<file path="config.mk">
export PLATFORM = sky130hd
export DESIGN_NAME = ps2_keycode_rx
export DESIGN_NICKNAME = d
export VERILOG_FILES = /design/src/rtl/ps2_pkg.sv /design/src/rtl/ps2_sync_edge.sv /design/src/rtl/ps2_keycode_rx.sv
export SDC_FILE = /design/constraint.sdc
export NUM_CORES = 1
export LEC_CHECK = 0
export ABC_CLOCK_PERIOD_IN_PS = 1900
export CAP_MARGIN = 20
export CORE_MARGIN = 2
export CORE_UTILIZATION = 51
export CTS_BUF_LIST = sky130_fd_sc_hd__clkbuf_8
export DETAILED_ROUTE_END_ITERATION = 7
export HOLD_SLACK_MARGIN = 0.15
export PLACE_DENSITY = 0.78
export SLEW_MARGIN = 10
export SYNTH_ARGS = -nofsm -noshare
export SYNTH_HDL_FRONTEND = slang
export SYNTH_SLANG_ARGS = --single-unit
</file>
<file path="constraint.sdc">
create_clock -name clk -period 1.9 [get_ports clk]
set_input_delay 0.19 -clock clk [delete_from_list [all_inputs] [get_ports clk]]
set_output_delay 0.19 -clock clk [all_outputs]
set_load 0.02 [all_outputs]
</file>
<file path="src/rtl/ps2_pkg.sv">
// Shared types and constants for the PS/2 keycode receiver.
package ps2_pkg;

   localparam int FRAME_DATA_BITS = 8;
   localparam int TIMEOUT_CYC_DEF = 200000;

   typedef enum logic [1:0] {
      ST_IDLE   = 2'd0,
      ST_DATA   = 2'd1,
      ST_PARITY = 2'd2,
      ST_STOP   = 2'd3
   } ps2_state_e;

endpackage

</file>
<file path="src/rtl/ps2_sync_edge.sv">
// Brings ps2_clk/ps2_data into the clk domain and strobes on PS/2 clock falls.
// Synchronizers reset to 1 (bus idle level) so reset release never looks like an edge.
module ps2_sync_edge #(
   parameter int SYNC_STAGES = 2
) (
   input  logic clk,
   input  logic rst_n,
   input  logic ps2_clk,
   input  logic ps2_data,
   output logic data_sync,
   output logic fall_edge
);

   logic [SYNC_STAGES-1:0] clk_sync_q, clk_sync_d;
   logic [SYNC_STAGES-1:0] dat_sync_q, dat_sync_d;
   logic                   clk_prev_q, clk_prev_d;

   // Shift raw pins into the synchronizer chains; keep last synchronized clock level.
   always_comb begin
      clk_sync_d = {clk_sync_q[SYNC_STAGES-2:0], ps2_clk};
      dat_sync_d = {dat_sync_q[SYNC_STAGES-2:0], ps2_data};
      clk_prev_d = clk_sync_q[SYNC_STAGES-1];
   end

   // Synchronizer and edge-history registers, preset to the idle-high bus level.
   always_ff @(posedge clk or negedge rst_n) begin
      if (!rst_n) begin
         clk_sync_q <= '1;
         dat_sync_q <= '1;
         clk_prev_q <= 1'b1;
      end else begin
         clk_sync_q <= clk_sync_d;
         dat_sync_q <= dat_sync_d;
         clk_prev_q <= clk_prev_d;
      end
   end

   assign fall_edge = clk_prev_q & ~clk_sync_q[SYNC_STAGES-1];
   assign data_sync = dat_sync_q[SYNC_STAGES-1];

endmodule

</file>
<file path="src/rtl/ps2_keycode_rx.sv">
// PS/2 keyboard frame receiver: start, 8 data bits LSB first, odd parity, stop.
// Keeps the last four scan bytes in keycode (newest in [7:0]).
// Optional macro PS2_PARITY_CHECK_EN: when defined, bad-parity frames are rejected;
// otherwise the parity bit is sampled but only the stop bit decides validity.
module ps2_keycode_rx
   import ps2_pkg::*;
#(
   parameter int TIMEOUT_CYC = TIMEOUT_CYC_DEF,
   parameter int SYNC_STAGES = 2
) (
   input  logic        clk,
   input  logic        rst_n,
   input  logic        ps2_clk,
   input  logic        ps2_data,
   output logic [31:0] keycode,
   output logic        new_byte,
   output logic        frame_err
);

   localparam int TW = (TIMEOUT_CYC > 2) ? $clog2(TIMEOUT_CYC) : 1;
   localparam int BW = $clog2(FRAME_DATA_BITS);
   localparam logic [TW-1:0] TMO_LAST = TW'(TIMEOUT_CYC - 1);
   localparam logic [BW-1:0] BIT_LAST = BW'(FRAME_DATA_BITS - 1);
`ifdef PS2_PARITY_CHECK_EN
   localparam logic PARITY_IGNORE = 1'b0;
`else
   localparam logic PARITY_IGNORE = 1'b1;
`endif

   logic                       data_sync, fall_edge;
   ps2_state_e                 state_q, state_d;
   logic [BW-1:0]              bit_cnt_q, bit_cnt_d;
   logic [FRAME_DATA_BITS-1:0] shreg_q, shreg_d;
   logic                       par_q, par_d;
   logic [TW-1:0]              tmo_q, tmo_d;
   logic [31:0]                keycode_q, keycode_d;
   logic                       new_byte_q, new_byte_d;
   logic                       frame_err_q, frame_err_d;
   logic                       par_ok, frame_ok;

   ps2_sync_edge #(.SYNC_STAGES(SYNC_STAGES)) u_sync (
      .clk       (clk),
      .rst_n     (rst_n),
      .ps2_clk   (ps2_clk),
      .ps2_data  (ps2_data),
      .data_sync (data_sync),
      .fall_edge (fall_edge)
   );

   // Frame FSM, shift register, timeout and output pulse generation.
   always_comb begin
      state_d     = state_q;
      bit_cnt_d   = bit_cnt_q;
      shreg_d     = shreg_q;
      par_d       = par_q;
      keycode_d   = keycode_q;
      new_byte_d  = 1'b0;
      frame_err_d = 1'b0;
      par_ok      = ^{shreg_q, par_q};
      frame_ok    = data_sync & (par_ok | PARITY_IGNORE);

      if (fall_edge || state_q == ST_IDLE) tmo_d = '0;
      else                                 tmo_d = tmo_q + TW'(1);

      if (fall_edge) begin
         unique case (state_q)
            ST_IDLE: begin
               if (!data_sync) begin
                  state_d   = ST_DATA;
                  bit_cnt_d = '0;
                  shreg_d   = '0;
               end
            end
            ST_DATA: begin
               shreg_d   = {data_sync, shreg_q[FRAME_DATA_BITS-1:1]};
               bit_cnt_d = bit_cnt_q + BW'(1);
               if (bit_cnt_q == BIT_LAST) state_d = ST_PARITY;
            end
            ST_PARITY: begin
               par_d   = data_sync;
               state_d = ST_STOP;
            end
            ST_STOP: begin
               state_d = ST_IDLE;
               if (frame_ok) begin
                  keycode_d  = {keycode_q[23:0], shreg_q};
                  new_byte_d = 1'b1;
               end else begin
                  frame_err_d = 1'b1;
               end
            end
            default: state_d = ST_IDLE;
         endcase
      end else if (state_q != ST_IDLE && tmo_q == TMO_LAST) begin
         // A stalled keyboard: drop the partial byte so the next start bit is seen.
         state_d     = ST_IDLE;
         tmo_d       = '0;
         frame_err_d = 1'b1;
      end
   end

   // State and output registers.
   always_ff @(posedge clk or negedge rst_n) begin
      if (!rst_n) begin
         state_q     <= ST_IDLE;
         bit_cnt_q   <= '0;
         shreg_q     <= '0;
         par_q       <= 1'b0;
         tmo_q       <= '0;
         keycode_q   <= '0;
         new_byte_q  <= 1'b0;
         frame_err_q <= 1'b0;
      end else begin
         state_q     <= state_d;
         bit_cnt_q   <= bit_cnt_d;
         shreg_q     <= shreg_d;
         par_q       <= par_d;
         tmo_q       <= tmo_d;
         keycode_q   <= keycode_d;
         new_byte_q  <= new_byte_d;
         frame_err_q <= frame_err_d;
      end
   end

   assign keycode   = keycode_q;
   assign new_byte  = new_byte_q;
   assign frame_err = frame_err_q;

endmodule

</file>
**After elaboration in Yosys (flattened, before gate mapping)**

Index checks and enable logic that the tools add are counted.

- Shifts and indexed selects: 0
- Multiply operators: 0
- Bitwise gates (word level): 2
- Magnitude comparators: 0
- Multiplexer cells: 19
- Divide/modulo/power cells: 0
- Equality and inequality tests: 8
- Reductions and logical operators: 9
- $add $sub $neg: 2

Operators by type and width:

| operator | count |
|---|---|
| 2-to-1 mux 18 bit | 3 |
| adder 18 x 1 -> 18 bit, second input constant | 1 |
| equality test 18 bit, second input constant | 1 |
| one-hot mux 8 bit (2 select lines) | 1 |
| AND reduction 3 bit | 3 |
| 2-to-1 mux 2 bit | 4 |
| 2-to-1 mux 8 bit | 1 |
| one-hot mux 2 bit (4 select lines) | 1 |
| 2-to-1 mux 1 bit | 7 |
| != test 3 bit, second input constant | 2 |
| one-hot mux 3 bit (2 select lines) | 1 |
| nonzero test 2 bit | 3 |
| equality test 2 bit, second input constant | 2 |
| adder 3 x 1 -> 3 bit, second input constant | 1 |
| equality test 3 bit, second input constant | 1 |
| 2-to-1 mux 3 bit | 1 |
| equality test 2 x 1 -> 1 bit, second input constant | 1 |
| logical NOT 2 bit | 1 |
| != test 2 bit, second input constant | 1 |
| bitwise AND 1 bit | 1 |
| logical AND 1 bit | 1 |
| logical OR 1 bit | 1 |
| inverter 1 bit | 1 |

- Memories: 0
- Output and inout port bits: 34
- Bits in latches: 0
- Word-level logic and storage cells: 50
- Input bits: 4
- Bits in registers: 70
- Memory bits (writable): 0
- Memory bits (read-only): 0

**Depth between registers and ports, before layout**

Gate-level depths: netlist of the first run.

- Depth in word-level cells: 6
- Mapped depth: 6
- Gate-level depth less buffers: 6

**Cells and area by module**

Synthesis of the first run repeated with hierarchy kept, for this count alone.

- Cell total of the unflattened synthesis: 223
- Area, all modules: 2950.3 µm²

Modules (own cells, without submodules):

| module | sequential area each (µm²) | times used | area an instance (µm²) | cells an instance |
|---|---|---|---|---|
| ps2_keycode_rx | 1626.6 | 1 | 2805.2 | 217 |
| ps2_sync_edge | 131.4 | 1 | 145.1 | 6 |

**Worst setup path before layout of the first run**

No wires, ideal clock.

- Kind: flip-flop to flip-flop
- Start point: reg tmo_q[0]
- End point: reg tmo_q[10]
- Arrival: 1645 ps
- Buffers on the path: 1
- Period minus slack after synthesis: 1764 ps
- Setup time: 119 ps
- Stages on the path, launching flop included: 7
- Required time: 1781 ps
- Slack: 136 ps
- Cells stage by stage: dfrtp_1 > ha_1 > nand2_1 > or4b_4 > o21ai_4 > buf_6 > nor2_1

- Cells in the longest elaborated chain, start to end: 4
- Elaborated cells between the ends (all ways): 6
- Classes of those cells: add/sub (1); eq/ne (1); mux (3); reduce/logical (1)

RTL lines:

| item | RTL line | RTL |
|---|---|---|
| start: declaration | ps2_keycode_rx.sv:35 | `logic [TW-1:0] tmo_q, tmo_d;` |
| start signal: assignment | ps2_keycode_rx.sv:118 | `tmo_q <= tmo_d;` |
| adder 18 x 1 -> 18 bit or equality test 18 bit (tied branches) | ps2_keycode_rx.sv:63, ps2_keycode_rx.sv:94 |  |
| 2-to-1 mux 18 bit or logical AND 1 bit (tied branches) | ps2_keycode_rx.sv:62, ps2_keycode_rx.sv:94 |  |
| 2-to-1 mux 18 bit | ps2_keycode_rx.sv:94 | `end else if (state_q != ST_IDLE && tmo_q == TMO_LAST) begin` |
| 2-to-1 mux 18 bit * | ps2_keycode_rx.sv:65 | `if (fall_edge) begin` |
| net tmo_d[10] | ps2_keycode_rx.sv:35 |  |

Mark *: on every way through the listed nets, which the timed path passes. The rest lies on a longest branch.
A chain may end at the register's enable or synchronous reset.

**Worst setup path after layout of the first run**

- Start point: reg tmo_q[0]
- End point: reg tmo_q[16]

The elaborated chain is that of the path after synthesis.

==> results of run 1 <==
-- synth_stat cells, drive strengths merged, types with 3 or more instances --
cell type,n
mux2,33
nor4,7
dfstp,5
clkbuf,3
nand4,4
dfrtp,65
nand2,9
inv,7
a22o,10
ha,7
or3,4
o21ai,3
nor2,21
nand3,7
buf,4
xnor2,12
-- routing by layer --
metal  track usage [%]  vias up  part of all wire [%]
li1                  -      876                     -
met1              20.5      884                    46
met2              29.5       30                    50
met3              4.43        4                   3.4
met4              7.24        0                  0.94
met5                 0        -                     0
-- layout make-up --
type / count / area (sq um)
Clock inverter: 7 / 97.6
Timing Repair Buffer: 46 / 473
Clock buffer: 9 / 124
Inverter: 7 / 26.3
Sequential cell: 70 / 1760
Tap cell: 72 / 90.1
Fill cell: 405 / 1840
Multi-Input combinational cell: 135 / 1060
-- how the worst max path moves through the flow --
stage,start,endpoint,slack [ns],depth (start not counted)
final,tmo_q[0],tmo_q[16],0.11,6
after floorplan,tmo_q[0],tmo_q[10],0.14,6
after global placement,tmo_q[0],tmo_q[16],0.20,6
after detailed placement,tmo_q[0],tmo_q[16],0.14,6
after global routing,tmo_q[0],tmo_q[16],0.03,6
after CTS,tmo_q[0],tmo_q[16],0.12,6
-- sequential cells by signal (all words and copies together), names as in the netlist, 2 cells and up --
register and cells:
bit_cnt_q 3, keycode 32, u_sync.dat_sync_q 2, state_q 2
tmo_q 18, u_sync.clk_sync_q 2, shreg_q 8
-- cell families after synthesis --
group,Yosys count,share of synthesized area [%]
buffers and inverters,14,2.21
AO/OA/AOI/OAI,21,5.90
AND/OR/NAND/NOR,61,11.0
flip-flops,70,61.0
adder cells (fa/ha/maj),7,3.04
multiplexers,33,12.9
XOR/XNOR,13,3.95
-- worst max-delay path, delay by kind of cell (launching register included) --
kind	cells	cell delay, ns
fa+ha+maj	1	0.20
flops	1	0.37
buf+inv	1	0.16
compound gates	1	0.15
simple gates	3	0.84
-- where the power goes --
group | internal, mW | leakage, nW | switching (mW)
clock | 0.743 | 0.106 | 0.563
combinational | 0.271 | 0.605 | 0.293
sequential | 1.61 | 0.952 | 0.0935
total | 2.63 | 1.66 | 0.950
-- through the flow --
stage	hold slack, ns	cell area, sq um	util (%)
detailed placement	0.223	3400	62.1
global route	0.248	3630	66.3
floorplan	-0.106	2880	-
CTS	0.253	3630	66.3
finish	0.269	3630	66.3
global placement	0.218	3400	62.1
==> impl_metrics.xml, run 1 <==
<?xml version="1.0" encoding="UTF-8"?>
<metrics>
  <group name="floorplan">
    <metric name="core_area" unit="sq um">5470</metric>
    <metric name="io_pins" unit="">38</metric>
    <metric name="die_w" unit="microns">79.2</metric>
    <metric name="row_count" unit="">27</metric>
    <metric name="die_height" unit="microns">79.2</metric>
    <metric name="initial_core_util" unit="%">52.7</metric>
    <metric name="floorplan.die_area" unit="sq um">6270</metric>
  </group>
  <group name="global_routing">
    <metric name="grt_first_pass_wirelength" unit="mm">8.25</metric>
    <metric name="grt_usage" unit="%">17.2</metric>
    <metric name="grt_start_max_net_pins" unit="">46</metric>
    <metric name="antenna_found_initial" unit="">0</metric>
    <metric name="grt_pass1_vias" unit="">1851</metric>
    <metric name="grt-ovfl-total" unit="">0</metric>
  </group>
  <group name="synth">
    <metric name="synth_area_leaders" unit="">dfrtp_1, mux2_2, dfstp_2</metric>
    <metric name="syn-num-nets" unit="">230</metric>
    <metric name="ys.flop_type" unit="">dfrtp_1</metric>
    <metric name="cell_taking_the_most_area_after_synthesis" unit="">dfrtp_1</metric>
    <metric name="mappedNetlistArea" unit="sq um">2880</metric>
    <metric name="syn-instance-count" unit="">219</metric>
    <metric name="ys_seq_elements" unit="">70</metric>
    <metric name="synthesis.area_per_instance" unit="sq um">13.2</metric>
    <metric name="number_of_flops_mapped_to_enable_cells_by_yosys" unit="">0</metric>
    <metric name="ys_types" unit="">34</metric>
    <metric name="synth_async_sr_flop_share" unit="%">100</metric>
    <metric name="synth_top_area_share" unit="%">56.4</metric>
    <metric name="ys.warnings.count" unit="">0</metric>
    <metric name="synth_seq_area_share" unit="%">61.0</metric>
  </group>
  <group name="setup_path">
    <metric name="cp-start-kind" unit="">flip-flop</metric>
    <metric name="arrival" unit="ns">2.05</metric>
    <metric name="cp_data_required_time" unit="ns">2.16</metric>
    <metric name="worst-path-max-fanout" unit="">6</metric>
    <metric name="r2r_end" unit="">tmo_q[16]</metric>
    <metric name="worst-r2r-cell-count" unit="">6</metric>
    <metric name="timing.critical_path.cells" unit="">ha_1 -&gt; nand2_1 -&gt; buf_4 -&gt; or3_1 -&gt; or3_1 -&gt; a21oi_1</metric>
    <metric name="r2r_slack" unit="ns">0.11</metric>
    <metric name="cpPeakStageDelay" unit="ns">0.42</metric>
    <metric name="crit_path_end_kind" unit="">flip-flop</metric>
    <metric name="crit_path_top_delay_cell" unit="">or3_1</metric>
    <metric name="r2r_start" unit="">tmo_q[0]</metric>
    <metric name="timing_worst_setup_path_type" unit="">flip-flop to flip-flop</metric>
    <metric name="critPathMostFrequentCell" unit="">or3_1</metric>
  </group>
  <group name="drt">
    <metric name="drt_first_iter_violations" unit="">80</metric>
    <metric name="routed_wire_length_per_instance" unit="microns">13.8</metric>
    <metric name="vias" unit="">1794</metric>
    <metric name="route.antenna.remaining_nets" unit="">0</metric>
    <metric name="drt-vias-per-instance" unit="">5.18</metric>
    <metric name="post-route-drc-count" unit="">0</metric>
    <metric name="routed_wl" unit="mm">4.77</metric>
    <metric name="number_of_detailed_routing_iterations_run_before_antenna_repair" unit="">4</metric>
  </group>
  <group name="hold_path">
    <metric name="holdPathEnd" unit="">u_sync.dat_sync_q[0]</metric>
    <metric name="worstHoldStart" unit="">ps2_data</metric>
    <metric name="hp-class" unit="">input pin to flip-flop</metric>
    <metric name="hold-path-cell-count" unit="">1</metric>
  </group>
  <group name="cts">
    <metric name="cts.htree.levels" unit="">3</metric>
    <metric name="worstSkewPairLatency" unit="ns">0.33</metric>
    <metric name="clk_path_buf_depth" unit="">2</metric>
    <metric name="cts_tree" unit="">yes</metric>
    <metric name="post_cts_resized" unit="">0</metric>
    <metric name="cts_buffers" unit="">9</metric>
    <metric name="clk_pin_slew" unit="ns">0.07</metric>
    <metric name="cts_sinks" unit="">70</metric>
    <metric name="cts_hold_repair.buffers" unit="">1</metric>
    <metric name="cts_root_buffer" unit="">clkbuf_8</metric>
    <metric name="post-cts-setup-buffers" unit="">0</metric>
  </group>
  <group name="place">
    <metric name="placedCellCount" unit="">329</metric>
    <metric name="hpwl" unit="mm">3.17</metric>
    <metric name="placer_congestion" unit="">0.799</metric>
    <metric name="portBuffers" unit="">37</metric>
    <metric name="dpl_worst_slack" unit="ns">0.136</metric>
  </group>
  <group name="layout">
    <metric name="layout.nets" unit="">280</metric>
    <metric name="final_cells" unit="">346</metric>
    <metric name="antenna-diode-count" unit="">0</metric>
    <metric name="layout-area-overhead-vs-synth" unit="%">25.9</metric>
    <metric name="layout_commonest_cell" unit="">dfrtp_1</metric>
    <metric name="final_cell_mix" unit="">dfrtp_1, clkdlybuf4s50_1, mux2_2</metric>
    <metric name="final_layout_size_suffix_gt1_share" unit="%">25.2</metric>
  </group>
  <group name="timing">
    <metric name="worstMarginPinSlew" unit="ns">0.811</metric>
    <metric name="slew_headroom" unit="%">45.7</metric>
    <metric name="final.setup_skew" unit="ns">0.00842</metric>
    <metric name="post-route-worst-setup-slack" unit="ns">0.110</metric>
    <metric name="final_max_slew_viols" unit="">0</metric>
    <metric name="min_period_over_period" unit="%">94.2</metric>
    <metric name="unrepaired_setup_endpoints_after_global_routing" unit="">false</metric>
    <metric name="post_route_setup_tns" unit="ns">0</metric>
    <metric name="post-route-min-period" unit="ns">1.79</metric>
    <metric name="setup_viol" unit="">0</metric>
    <metric name="maxClockFrequency" unit="MHz">559</metric>
    <metric name="final_hold_viol_count" unit="">0</metric>
  </group>
  <group name="power_and_ir_drop">
    <metric name="power" unit="mW">3.58</metric>
    <metric name="power.static_leakage" unit="nW">1.66</metric>
    <metric name="pwr_density_cell" unit="nW/um^2">986</metric>
    <metric name="vdd_ir_drop_max" unit="mV">0.746</metric>
  </group>
  <group name="run">
    <metric name="maxCapViolations" unit="">0</metric>
  </group>
  <group name="status">
    <metric name="outcome" unit="">complete, no violations</metric>
  </group>
</metrics>
No activity file was read; power rests on OpenSTA's default activity.
==> run 2: changes to the inputs <==
Settings changed: ABC_CLOCK_PERIOD_IN_PS 1900 to 1700, CORE_UTILIZATION 51 to 57, PLACE_DENSITY 0.78 to 0.82, SLEW_MARGIN 10 to 25.
Clock period 1.9 ns to 1.7 ns, I/O delays scaled along.
==> impl_metrics.xml, run 2 (synthesis gave the netlist of run 1 again) <==
<?xml version="1.0" encoding="UTF-8"?>
<metrics>
  <group name="drt">
    <metric name="route.antenna.remaining_nets" unit="">0</metric>
    <metric name="drt-vias-per-instance" unit="">5.37</metric>
    <metric name="number_of_detailed_routing_iterations_run_before_antenna_repair" unit="">5</metric>
    <metric name="routed_wl" unit="mm">5.10</metric>
    <metric name="drt_first_iter_violations" unit="">94</metric>
    <metric name="vias" unit="">1896</metric>
    <metric name="post-route-drc-count" unit="">0</metric>
    <metric name="routed_wire_length_per_instance" unit="microns">14.5</metric>
  </group>
  <group name="global_routing">
    <metric name="grt_usage" unit="%">20.7</metric>
    <metric name="grt-ovfl-total" unit="">0</metric>
    <metric name="grt_first_pass_wirelength" unit="mm">8.45</metric>
    <metric name="grt_start_max_net_pins" unit="">71</metric>
    <metric name="grt_pass1_vias" unit="">1874</metric>
    <metric name="antenna_found_initial" unit="">0</metric>
  </group>
  <group name="setup_path">
    <metric name="critPathCapture" unit="">tmo_q[11]</metric>
    <metric name="r2r_slack" unit="ns">0.005</metric>
    <metric name="crit_buf_inv" unit="">1</metric>
    <metric name="timing_worst_setup_path_type" unit="">flip-flop to flip-flop</metric>
    <metric name="timing.critical_path.cells" unit="">ha_4 -&gt; nand2_4 -&gt; or4b_4 -&gt; o21ai_4 -&gt; buf_6 -&gt; nor2_1</metric>
    <metric name="worst-r2r-cell-count" unit="">6</metric>
    <metric name="r2r_start" unit="">tmo_q[0]</metric>
    <metric name="critical_path_cell_count" unit="">6</metric>
    <metric name="cp-start-kind" unit="">flip-flop</metric>
    <metric name="arrival" unit="ns">1.93</metric>
    <metric name="r2r_end" unit="">tmo_q[11]</metric>
    <metric name="cp_data_required_time" unit="ns">1.93</metric>
    <metric name="worst-path-max-fanout" unit="">6</metric>
    <metric name="critical-path-top-delay-family" unit="">simple AND/OR/NAND/NOR gates</metric>
    <metric name="worst_setup_path_startpoint" unit="">tmo_q[0]</metric>
    <metric name="crit_path_top_delay_cell" unit="">or4b_4</metric>
    <metric name="crit_path_end_kind" unit="">flip-flop</metric>
    <metric name="cpPeakStageDelay" unit="ns">0.52</metric>
  </group>
  <group name="hold_path">
    <metric name="hold-path-cell-count" unit="">1</metric>
    <metric name="hp-class" unit="">input pin to flip-flop</metric>
    <metric name="worstHoldStart" unit="">ps2_clk</metric>
  </group>
  <group name="layout">
    <metric name="utilization" unit="%">78.7</metric>
    <metric name="final_layout_size_suffix_gt1_share" unit="%">31.8</metric>
    <metric name="antenna-diode-count" unit="">0</metric>
    <metric name="final_design_area_no_fill" unit="sq um">3770</metric>
    <metric name="layout.nets" unit="">294</metric>
    <metric name="largest_reg_flops" unit="">32</metric>
    <metric name="final_cell_mix" unit="">dfrtp_1, clkdlybuf4s50_1, mux2_2</metric>
    <metric name="layout_commonest_cell" unit="">dfrtp_1</metric>
    <metric name="final_cells" unit="">353</metric>
    <metric name="layout-area-overhead-vs-synth" unit="%">30.6</metric>
  </group>
  <group name="place">
    <metric name="portBuffers" unit="">37</metric>
    <metric name="placer_congestion" unit="">0.828</metric>
    <metric name="hpwl" unit="mm">3.28</metric>
    <metric name="placedCellCount" unit="">334</metric>
    <metric name="placement.cell_area" unit="sq um">3470</metric>
  </group>
  <group name="cts">
    <metric name="clk_pin_slew" unit="ns">0.07</metric>
    <metric name="cts_tree" unit="">yes</metric>
    <metric name="clk_path_buf_depth" unit="">2</metric>
    <metric name="cts_sinks" unit="">70</metric>
    <metric name="cts_buffers" unit="">9</metric>
    <metric name="cts.htree.levels" unit="">3</metric>
    <metric name="cts_root_buffer" unit="">clkbuf_8</metric>
    <metric name="worstSkewPairLatency" unit="ns">0.34</metric>
  </group>
  <group name="power_and_ir_drop">
    <metric name="vdd_ir_drop_max" unit="mV">0.917</metric>
    <metric name="sw_frac_of_total" unit="%">26.7</metric>
    <metric name="pwr_density_cell" unit="nW/um^2">1050</metric>
    <metric name="power.share.clock" unit="%">32.8</metric>
    <metric name="netSwitchingPower" unit="mW">1.06</metric>
    <metric name="power.static_leakage" unit="nW">1.75</metric>
    <metric name="power_frac_comb" unit="%">18.5</metric>
    <metric name="internal_power" unit="mW">2.89</metric>
    <metric name="share_seq_of_total_power" unit="%">48.7</metric>
    <metric name="power" unit="mW">3.95</metric>
  </group>
  <group name="timing">
    <metric name="final.setup_skew" unit="ns">0.00599</metric>
    <metric name="final_max_slew_viols" unit="">0</metric>
    <metric name="slew_headroom" unit="%">72.5</metric>
    <metric name="unrepaired_setup_endpoints_after_global_routing" unit="">true</metric>
    <metric name="min_period_over_period" unit="%">99.7</metric>
    <metric name="worstMarginPinSlew" unit="ns">0.409</metric>
    <metric name="post-route-min-period" unit="ns">1.69</metric>
    <metric name="post_route_setup_tns" unit="ns">0</metric>
    <metric name="final_hold_viol_count" unit="">0</metric>
    <metric name="maxClockFrequency" unit="MHz">590</metric>
    <metric name="setup_viol" unit="">0</metric>
  </group>
  <group name="status">
    <metric name="outcome" unit="">complete, no violations</metric>
  </group>
  <group name="floorplan">
    <metric name="die_height" unit="microns">75.1</metric>
    <metric name="floorplan.die_area" unit="sq um">5640</metric>
    <metric name="core_area" unit="sq um">4790</metric>
    <metric name="io_pins" unit="">38</metric>
    <metric name="row_count" unit="">25</metric>
    <metric name="initial_core_util" unit="%">60.2</metric>
    <metric name="die_w" unit="microns">75.1</metric>
  </group>
  <group name="run">
    <metric name="maxCapViolations" unit="">0</metric>
  </group>
</metrics>
run 2: worst min path at each step:
stage	endpoint	slack (ns)
4_1_cts	u_sync.clk_sync_q[0]	0.22
5_1_grt	u_sync.dat_sync_q[0]	0.23
2_1_floorplan	bit_cnt_q[0]	-0.13
6_report	u_sync.clk_sync_q[0]	0.23
3_3_place_gp	keycode[24]	0.22
3_5_place_dp	keycode[24]	0.22
run 2: cell type report:
type	count	area, sq um
sequential	70	1760
multi-input combinational	135	1120
fill	301	1020
timing repair buffer	60	586
clock buffer	11	151
tap	67	83.8
clock inverter	3	37.5
inverter	7	26.3
run 2: worst reg2reg max path, stage by stage (launching register included):
cell	delay [ns]
dfrtp_1	0.40
ha_4	0.18
nand2_4	0.05
or4b_4	0.52
o21ai_4	0.21
buf_6	0.16
nor2_1	0.06
run 2: timing repair:
| item | CTS | global route |
|---|---|---|
| hold endpoints to repair | 70 | 0 |
| hold buffers | 1 | 0 |
| gates resized for setup | 2 | 14 |
| cloned | 0 | 0 |
| endpoints found under the setup margin | 8 | 26 |
| pin swaps | 0 | 5 |
| buffers inserted | 1 | 3 |
run 2: power by group through the flow:
stage          Clock (mW)  Sequential (mW)  Combinational, mW
6_report             1.29             1.92              0.730
5_1_grt              1.38             1.94              0.807
4_1_cts              1.33             1.92              0.703
3_5_place_dp            0             1.95              0.659
3_3_place_gp            0             1.94              0.636
2_1_floorplan           0             1.95              0.388
run 2: per-stage QoR:
step                setup slack, ns  hold WS [ns]
CTS                        0.000322         0.217
global route                -0.0451         0.226
finish                      0.00523         0.228
detailed placement         -0.00659         0.218
global placement             0.0180         0.219
floorplan                   0.00621        -0.126
run 2: per-layer routing:
layer  vias up  global-route usage [%]  wire length, microns
met5         -                       0                     0
met1       931                    26.0                  2240
met2        50                    32.3                  2530
met3        11                    6.69                   226
met4         0                    10.9                   103
li1        904                       -                     -
==> run 3: changes to the inputs <==
Settings changed: ABC_CLOCK_PERIOD_IN_PS 1700 to 1500, CORE_UTILIZATION 57 to 51, PLACE_DENSITY 0.82 to 0.78.
Clock period 1.7 ns to 1.5 ns, I/O delays scaled along.
==> impl_metrics.xml, run 3 (synthesis gave the netlist of run 1 again) <==
<?xml version="1.0" encoding="UTF-8"?>
<metrics>
  <group name="layout">
    <metric name="fillers" unit="">378</metric>
    <metric name="layout-area-overhead-vs-synth" unit="%">38.7</metric>
    <metric name="layout_commonest_cell" unit="">dfrtp_1</metric>
    <metric name="antenna-diode-count" unit="">0</metric>
    <metric name="area_of_the_multi_input_gates" unit="sq um">1130</metric>
    <metric name="largest_reg_flops" unit="">32</metric>
    <metric name="final_layout_size_suffix_gt1_share" unit="%">38.9</metric>
    <metric name="final-seq-area" unit="sq um">1760</metric>
    <metric name="final_cell_mix" unit="">dfrtp_1, buf_4, mux2_2</metric>
    <metric name="layout.nets" unit="">317</metric>
  </group>
  <group name="status">
    <metric name="outcome" unit="">finished with violations</metric>
    <metric name="violations" unit="">negative setup slack</metric>
  </group>
  <group name="setup_path">
    <metric name="worst-r2r-cell-count" unit="">6</metric>
    <metric name="timing.critical_path.cells" unit="">ha_2 -&gt; nand2_2 -&gt; or4b_4 -&gt; o21ai_4 -&gt; buf_6 -&gt; nor2_2</metric>
    <metric name="critPathCapture" unit="">tmo_q[15]</metric>
    <metric name="r2r_slack" unit="ns">-0.19</metric>
    <metric name="r2r_start" unit="">tmo_q[1]</metric>
    <metric name="r2r_end" unit="">tmo_q[15]</metric>
    <metric name="cp_data_required_time" unit="ns">1.73</metric>
    <metric name="crit_path_top_delay_cell" unit="">or4b_4</metric>
    <metric name="worst_setup_path_startpoint" unit="">tmo_q[1]</metric>
    <metric name="worst-path-max-fanout" unit="">7</metric>
    <metric name="cpPeakStageDelay" unit="ns">0.53</metric>
    <metric name="cp-start-kind" unit="">flip-flop</metric>
    <metric name="crit_path_end_kind" unit="">flip-flop</metric>
    <metric name="timing_worst_setup_path_type" unit="">flip-flop to flip-flop</metric>
    <metric name="arrival" unit="ns">1.92</metric>
  </group>
  <group name="place">
    <metric name="hpwl" unit="mm">3.45</metric>
    <metric name="dpl_worst_slack" unit="ns">-0.174</metric>
    <metric name="placer_congestion" unit="">0.820</metric>
    <metric name="portBuffers" unit="">37</metric>
  </group>
  <group name="global_routing">
    <metric name="grt_pass1_vias" unit="">1917</metric>
    <metric name="grt_usage" unit="%">18.5</metric>
    <metric name="antenna_found_initial" unit="">0</metric>
    <metric name="grt_start_max_net_pins" unit="">71</metric>
    <metric name="grt-ovfl-total" unit="">0</metric>
    <metric name="grt_first_pass_wirelength" unit="mm">8.74</metric>
  </group>
  <group name="timing">
    <metric name="unrepaired_setup_endpoints_after_global_routing" unit="">true</metric>
    <metric name="maxClockFrequency" unit="MHz">591</metric>
    <metric name="slew_headroom" unit="%">73.4</metric>
    <metric name="post-route-worst-setup-slack" unit="ns">-0.193</metric>
    <metric name="final.setup_skew" unit="ns">0.00703</metric>
    <metric name="final_hold_viol_count" unit="">0</metric>
    <metric name="post-route-min-period" unit="ns">1.69</metric>
    <metric name="final_max_slew_viols" unit="">0</metric>
    <metric name="worstMarginPinSlew" unit="ns">0.394</metric>
    <metric name="min_period_over_period" unit="%">113</metric>
    <metric name="setup_viol" unit="">21</metric>
    <metric name="finalHoldWorstSlack" unit="ns">0.206</metric>
  </group>
  <group name="power_and_ir_drop">
    <metric name="pwr_density_cell" unit="nW/um^2">1110</metric>
    <metric name="vdd_ir_drop_max" unit="mV">0.738</metric>
    <metric name="internal_power" unit="mW">3.18</metric>
    <metric name="netSwitchingPower" unit="mW">1.25</metric>
    <metric name="power.static_leakage" unit="nW">2.27</metric>
    <metric name="power_frac_comb" unit="%">20.7</metric>
    <metric name="share_seq_of_total_power" unit="%">48.9</metric>
    <metric name="power.share.clock" unit="%">30.4</metric>
    <metric name="power" unit="mW">4.44</metric>
    <metric name="sw_frac_of_total" unit="%">28.3</metric>
  </group>
  <group name="run">
    <metric name="maxCapViolations" unit="">0</metric>
  </group>
  <group name="cts">
    <metric name="cts_buffers" unit="">9</metric>
    <metric name="cts_sinks" unit="">70</metric>
    <metric name="worstSkewPairLatency" unit="ns">0.34</metric>
    <metric name="cts.htree.levels" unit="">3</metric>
    <metric name="cts_tree" unit="">yes</metric>
    <metric name="clk_pin_slew" unit="ns">0.07</metric>
    <metric name="clk_path_buf_depth" unit="">2</metric>
    <metric name="cts_root_buffer" unit="">clkbuf_8</metric>
  </group>
  <group name="drt">
    <metric name="vias" unit="">1991</metric>
    <metric name="drt_first_iter_violations" unit="">158</metric>
    <metric name="drt-vias-per-instance" unit="">5.20</metric>
    <metric name="route.antenna.remaining_nets" unit="">0</metric>
    <metric name="number_of_detailed_routing_iterations_run_before_antenna_repair" unit="">4</metric>
    <metric name="routed_wl" unit="mm">5.49</metric>
    <metric name="post-route-drc-count" unit="">0</metric>
    <metric name="routed_wire_length_per_instance" unit="microns">14.3</metric>
  </group>
  <group name="floorplan">
    <metric name="initial_core_util" unit="%">52.7</metric>
    <metric name="floorplan.die_area" unit="sq um">6270</metric>
    <metric name="die_height" unit="microns">79.2</metric>
    <metric name="row_count" unit="">27</metric>
    <metric name="core_area" unit="sq um">5470</metric>
    <metric name="io_pins" unit="">38</metric>
    <metric name="die_w" unit="microns">79.2</metric>
  </group>
  <group name="hold_path">
    <metric name="hp-class" unit="">input pin to flip-flop</metric>
  </group>
</metrics>
==> run 3: cell types whose count changed in the layout (fill, tap and decap cells not counted), sizes merged <==
cell	previous run	this run
clkinv	0	1
clkinvlp	0	1
bufinv	1	0
buf	23	45
clkdlybuf4s50	36	11
dlygate4sd2	0	3
clkbuf	11	12
dlymetal6s2s	0	22
inv	9	10
==> run 3: power groups by stage <==
stage	combinational, mW	sequential [mW]	clock, mW
5_1_grt	1.02	2.19	1.50
6_report	0.917	2.17	1.35
3_3_place_gp	0.758	2.19	0
2_1_floorplan	0.446	2.21	0
3_5_place_dp	0.791	2.20	0
4_1_cts	0.824	2.17	1.39
==> run 3: routing by layer <==
| layer | share of wire [%] | up-vias | GRT usage (%) |
|---|---|---|---|
| met2 | 49 | 47 | 28.5 |
| met5 | 0 | - | 0 |
| li1 | - | 942 | - |
| met3 | 4.8 | 11 | 5.68 |
| met4 | 1.8 | 0 | 8.97 |
| met1 | 44 | 991 | 23.7 |
==> run 3: timing repair <==
item / in CTS / in global routing
pin swaps: 4 / 2
gates resized for setup: 11 / 35
endpoints found under the hold margin: 70 / 0
buffers inserted: 0 / 6
hold buffers: 1 / 0
endpoints found under the setup margin: 62 / 86
cloned: 0 / 1
==> run 3: worst min path at each step <==
| stage | depth (start not counted) | slack [ns] | end | startpoint |
|---|---|---|---|---|
| 2_1_floorplan | 0 | -0.15 | bit_cnt_q[0] | rst_n |
| 6_report | 1 | 0.21 | u_sync.dat_sync_q[0] | ps2_data |
| 3_5_place_dp | 2 | 0.20 | keycode[30] | rst_n |
| 5_1_grt | 1 | 0.20 | u_sync.dat_sync_q[0] | ps2_data |
| 4_1_cts | 1 | 0.19 | u_sync.dat_sync_q[0] | ps2_data |
| 3_3_place_gp | 2 | 0.20 | keycode[30] | rst_n |
==> run 3: per-stage QoR <==
stage | area, sq um | TNS [ns] | util [%] | std cells
after global placement | 3620 | -2.56 | 66.2 | 359
after CTS | 3830 | -2.96 | 69.9 | 376
after floorplan | 2900 | -2.74 | - | 219
after global routing | 4000 | -5.12 | 73.1 | 383
after detailed placement | 3620 | -4.70 | 66.2 | 359
final | 4000 | -3.52 | 73.1 | 383
==> run 3: worst max-delay path, delay by kind of cell, from the launching register on <==
| kind | cells | cell delay (ns) |
|---|---|---|
| compound gates | 1 | 0.22 |
| fa+ha+maj | 1 | 0.19 |
| buf+inv | 1 | 0.18 |
| flops | 1 | 0.36 |
| simple gates | 3 | 0.63 |
==> run 3: final cells by class <==
class | count | share of cell area (%)
clock buffer | 11 | 3.79
clock inverter | 5 | 0.688
inverter | 7 | 0.657
multi-input combinational | 135 | 28.3
sequential | 70 | 44.0
tap | 72 | 2.25
timing repair buffer | 83 | 20.4
